**config.mk**
```make
export PLATFORM = sky130hd
export DESIGN_NAME = div_sequencer
export DESIGN_NICKNAME = d
export VERILOG_FILES = /design/src/rtl/div_sequencer.sv
export SDC_FILE = /design/constraint.sdc
export NUM_CORES = 1
export LEC_CHECK = 0
export ABC_AREA = 1
export CORE_MARGIN = 3
export CORE_UTILIZATION = 50
export DETAILED_ROUTE_END_ITERATION = 6
export GPL_TIMING_DRIVEN = 0
export PLACE_DENSITY = 0.79
export SYNTH_ARGS = -nofsm -noshare
export SYNTH_HDL_FRONTEND = slang
export SYNTH_SLANG_ARGS = --single-unit
```
**constraint.sdc**
```tcl
create_clock -name clk -period 4.6 [get_ports clk]
set_clock_uncertainty 0.05 [all_clocks]
set_input_delay 0.92 -clock clk [delete_from_list [all_inputs] [get_ports clk]]
set_output_delay 0.92 -clock clk [all_outputs]
set_load 0.01 [all_outputs]
```
**src/rtl/div_sequencer.sv**
```systemverilog
// Iterative radix-2 restoring divider for the E stage: one quotient bit per cycle, then a single ready pulse.
// Optional macro DIV_FAST_PATH_EN lets a zero divisor or |a| < |b| skip the iterations.
module div_sequencer #(
    parameter int WIDTH = 32
) (
    input  logic             clk,
    input  logic             rst,
    input  logic             startE,
    input  logic             signedE,
    input  logic             cancel,
    input  logic [WIDTH-1:0] srca,
    input  logic [WIDTH-1:0] srcb,
    output logic             stall_div,
    output logic             ready,
    output logic [WIDTH-1:0] lo_out,
    output logic [WIDTH-1:0] hi_out
);
    localparam int CW = (WIDTH > 1) ? $clog2(WIDTH) : 1;

    localparam logic [1:0] S_IDLE = 2'd0;
    localparam logic [1:0] S_BUSY = 2'd1;
    localparam logic [1:0] S_DONE = 2'd2;

    logic [1:0]       r_state;
    logic [CW-1:0]    r_cnt;
    logic [WIDTH-1:0] r_rem;
    logic [WIDTH-1:0] r_quo;
    logic [WIDTH-1:0] r_div;
    logic [WIDTH-1:0] r_a_raw;
    logic [WIDTH-1:0] r_lo;
    logic [WIDTH-1:0] r_hi;
    logic             r_q_neg;
    logic             r_r_neg;
    logic             r_div0;

    logic             w_accept;
    logic             w_a_neg;
    logic             w_b_neg;
    logic [WIDTH-1:0] w_abs_a;
    logic [WIDTH-1:0] w_abs_b;
    logic [WIDTH:0]   w_shift;
    logic             w_ge;
    logic [WIDTH-1:0] w_rem_next;
    logic [WIDTH-1:0] w_quo_next;
    logic [WIDTH-1:0] w_lo_fin;
    logic [WIDTH-1:0] w_hi_fin;
    logic             w_last;

    assign w_accept = (r_state == S_IDLE) && startE && !cancel;
    assign w_a_neg  = signedE && srca[WIDTH-1];
    assign w_b_neg  = signedE && srcb[WIDTH-1];
    assign w_abs_a  = w_a_neg ? -srca : srca;
    assign w_abs_b  = w_b_neg ? -srcb : srcb;

    // The shifted partial remainder needs one extra bit before the trial subtraction.
    assign w_shift    = {r_rem, r_quo[WIDTH-1]};
    assign w_ge       = (w_shift >= {1'b0, r_div});
    assign w_rem_next = w_ge ? (w_shift[WIDTH-1:0] - r_div) : w_shift[WIDTH-1:0];
    assign w_quo_next = {r_quo[WIDTH-2:0], w_ge};
    assign w_last     = (r_cnt == CW'(WIDTH - 1));

    // Divide by zero reports the raw dividend, bypassing sign correction.
    assign w_lo_fin = r_div0 ? '1 : (r_q_neg ? -w_quo_next : w_quo_next);
    assign w_hi_fin = r_div0 ? r_a_raw : (r_r_neg ? -w_rem_next : w_rem_next);

`ifdef DIV_FAST_PATH_EN
    logic w_fast;
    assign w_fast = (srcb == '0) || (w_abs_a < w_abs_b);
`endif

    always_ff @(posedge clk) begin
        if (rst) begin
            r_state <= S_IDLE;
            r_cnt   <= '0;
            r_rem   <= '0;
            r_quo   <= '0;
            r_div   <= '0;
            r_a_raw <= '0;
            r_lo    <= '0;
            r_hi    <= '0;
            r_q_neg <= 1'b0;
            r_r_neg <= 1'b0;
            r_div0  <= 1'b0;
        end else begin
            case (r_state)
                S_IDLE: begin
                    if (w_accept) begin
                        r_cnt   <= '0;
                        r_rem   <= '0;
                        r_quo   <= w_abs_a;
                        r_div   <= w_abs_b;
                        r_a_raw <= srca;
                        r_q_neg <= w_a_neg ^ w_b_neg;
                        r_r_neg <= w_a_neg;
                        r_div0  <= (srcb == '0);
`ifdef DIV_FAST_PATH_EN
                        if (w_fast) begin
                            r_lo    <= (srcb == '0) ? '1 : '0;
                            r_hi    <= srca;
                            r_state <= S_DONE;
                        end else begin
                            r_state <= S_BUSY;
                        end
`else
                        r_state <= S_BUSY;
`endif
                    end
                end
                S_BUSY: begin
                    if (cancel) begin
                        r_state <= S_IDLE;
                    end else begin
                        r_rem <= w_rem_next;
                        r_quo <= w_quo_next;
                        r_cnt <= r_cnt + 1'b1;
                        if (w_last) begin
                            r_lo    <= w_lo_fin;
                            r_hi    <= w_hi_fin;
                            r_state <= S_DONE;
                        end
                    end
                end
                S_DONE:  r_state <= S_IDLE;
                default: r_state <= S_IDLE;
            endcase
        end
    end

    // Cancel releases the pipeline in the same cycle it is raised.
    assign stall_div = w_accept || ((r_state == S_BUSY) && !cancel);
    assign ready     = (r_state == S_DONE);
    assign lo_out    = r_lo;
    assign hi_out    = r_hi;

endmodule

```
==> impl_metrics.tcl <==
set metrics [dict create \
    synth_ff_type "dfxtp_1" \
    syn_nets 2372 \
    critical_path_class "in2out" \
    core_mm2 0.0273 \
    n_antenna_cell 0 \
    clkSinkCount 202 \
    rows 60 \
    synth_seq_cells 202 \
    yosys.cell_types.count 53 \
    cts_tree "built" \
    route.detailed.drc 0 \
    synth-async-reset-ratio 0 \
    cts.path.max_buffers 3 \
    cp_slowest_cell "nor2_1" \
    path_cells "clkdlybuf4s50_1, nor2_1, nor2_1, inv_2, clkbuf_1, clkdlybuf4s50_1" \
    crit_family "buffers and inverters" \
    ctsHtreeMaxLevel 1 \
    vias 15679 \
    dpl.cell_count 2770 \
    whs_ns 0.411 \
    die_h_um 173 \
    outcome "completed" \
    area_delta_synth_final_pct 18.5 \
    multi_input_area_mm2 0.00828 \
    fmax_ghz 0.221 \
    initial_core_util 0.515 \
    fin_nets 2533 \
    grt.met2_usage 0.518 \
    antenna_found_initial 0 \
    firstDrtPassIters 6 \
    syn_avg_cell_area_um2 6.19 \
    power_density_mw_per_mm2 298 \
    netlist_area_mm2 0.0140 \
    slew_headroom 0.370 \
    path_clk_slew_ns 0.06 \
    endpoint_kind "output pin" \
    detail_route.wl_per_cell_um 18.2 \
    ys_seq_area_frac 0.288 \
    wirelength_um 51300 \
    p_leak_uw 0.00782 \
    grt_usage 0.327 \
    min_period_ns 4.52 \
    layoutNonFillerInstCount 2813 \
    grt_pass1_wl_um 79100 \
    cts_buffers 23 \
    critPathMaxStageDelay_ns 0.65 \
    fillers 2671 \
    peakVddDrop_mv 0.240 \
    dp_hpwl_um 41000 \
    use_met3 0.0585 \
    final-setup-viol-count 0 \
    grt-ovfl-total 0 \
    crit_path_start_kind "input port" \
    crit_required_ns 3.63 \
    first_global_vias 14493 \
    drive_gt1_frac 0.0606 \
    syn-instance-count 2264 \
    maxCapViolations 0 \
    grt_max_degree 14 \
    dieArea_mm2 0.0301 \
    critPathMaxFanout 10 \
    synth_top_area_frac 0.288 \
    fin_setup_tns_ns 0 \
    synth_top_area_cell "dfxtp_1" \
    portBuffers 134 \
    synth_edf_count 0 \
    postRouteAntennaNets 0 \
    yosysWarnings 0 \
    gpl.final_weighted_congestion 0.972 \
    finalHoldViolations 0 \
    root_buffer "clkbuf_16" \
    grt_busiest_layer "met2" \
    seq_area_mm2 0.00404 \
    ios 135 \
    drt-initial-drc-count 1692 \
    synth.area.top_cells "dfxtp_1 (29%), nand2_1 (16%), inv_1 (8.9%)" \
    clk_latency_ns 0.53 \
    hold_class "reg2reg" \
    vias_per_cell 5.57 \
    gr-usage-met1 0.454 \
    worst_slew_pin_slew_ns 0.945 \
    postLayoutCoreUtil 0.610 \
    ctsHoldBuffers 0 \
    report.final.slew_viol_count 0 \
    critPathBufInv 4 \
    fin_crit_sh 0.983 \
    die_width_um 173 \
    cp.arrival_ns 3.55 \
]
cell usage in the layout (no fill, tap or decap), types with 26 or more instances in the layout:
master and instances:
dfxtp_1 202, clkdlybuf4s50_1 134, xor2_1 47, clkbuf_1 76
a21oi_1 199, o221ai_1 30, ha_1 34, nor3_1 26
nor2_1 198, nand2_1 603, inv_1 332, o21ai_0 147
nand3_1 126
final timing paths:
| kind | startpoint | end | slack (ns) | depth (start not counted) |
|---|---|---|---|---|
| setup / recovery | cancel | stall_div | 0.08 | 6 |
| hold / removal | r_a_raw[24] | r_a_raw[24] | 0.41 | 2 |
| setup reg to reg | r_div[8] | lo_out[30] | 0.24 | 27 |
| hold reg to reg | r_a_raw[24] | r_a_raw[24] | 0.41 | 2 |
worst register-to-register path, cell delays in order (launching register included):
cell and delay [ns]:
dfxtp_1 0.31, inv_1 0.14, ha_2 0.34, nand2_1 0.08
nand2_1 0.07, inv_1 0.06, nand2_1 0.11, clkinv_1 0.08
nand3_2 0.18, nand2_2 0.13, nand2_2 0.07, nand2_4 0.13
nand2_8 0.12, inv_4 0.10, buf_6 0.18, ha_2 0.21
nand3_1 0.12, nor3_2 0.27, nand2_2 0.12, nor3_4 0.26
nand3_1 0.15, o21ai_2 0.17, o21ai_1 0.14, a21oi_2 0.17
o21ai_0 0.12, xor2_1 0.16, o221ai_1 0.15, inv_1 0.06
layer usage:
layer	routed length (um)	vias to the layer above	share of wire
met5	0	-	0
met4	1660	0	0.032
met3	4550	112	0.089
met2	22500	763	0.44
met1	22600	7177	0.44
li1	-	7627	-
per-stage QoR:
stage               cell area, um2  power (uW)  setup slack (ns)
finish                       16600        4950            0.0771
global route                 16600        5170           -0.0471
CTS                          16600        4910            0.0914
detailed placement           15800        3120             0.116
global placement             15800        3110             0.163
floorplan                    14000        2720              1.01
state kept, by name (all words and copies together), names as in the netlist, 2 cells and up:
name,cells
hi_out,32
r_div,32
r_rem,32
r_quo,32
r_state,2
r_a_raw,32
r_cnt,5
lo_out,32
synth_stat cells, types with 8 or more instances:
| library cell | count |
|---|---|
| a21oi_1 | 200 |
| a21oi_2 | 9 |
| buf_1 | 11 |
| clkbuf_1 | 71 |
| dfxtp_1 | 202 |
| ha_1 | 38 |
| inv_1 | 332 |
| inv_2 | 8 |
| nand2_1 | 604 |
| nand2_2 | 24 |
| nand3_1 | 126 |
| nand3_2 | 9 |
| nand3b_1 | 8 |
| nand4_1 | 16 |
| nor2_1 | 198 |
| nor2_2 | 13 |
| nor2_4 | 8 |
| nor3_1 | 27 |
| nor4_1 | 8 |
| o211ai_1 | 12 |
| o21ai_0 | 148 |
| o21ai_1 | 13 |
| o221ai_1 | 30 |
| o22ai_1 | 23 |
| xnor2_1 | 13 |
| xor2_1 | 47 |
logic make-up (layout without fill, tap and decap cells):
family / after synthesis / count (layout) / synth area share
buf+inv: 438 / 615 / 0.123
xor+xnor: 60 / 60 / 0.0375
simple gates: 1061 / 1061 / 0.329
fa+ha+maj: 39 / 39 / 0.0353
flops: 202 / 202 / 0.288
compound gates: 464 / 464 / 0.187
area by class of cell:
type,count,area share
multi-input cells,1624,0.499
flip-flops and latches,202,0.243
repair buffers,136,0.0817
inverters,346,0.0783
clock buffers,32,0.0391
well taps,372,0.0280
plain buffers,92,0.0257
clock inverters,9,0.00520
what timing repair did:
action,in CTS,in global routing
endpoints found under the setup margin,0,2
setup buffers,0,2
gates resized for setup,0,10
power breakdown:
group	internal (uW)	switching, uW
Sequential	1810	57.5
Clock	1050	768
Combinational	412	852
Total	3270	1680
Note: power is estimated with default switching activity, not from simulation.
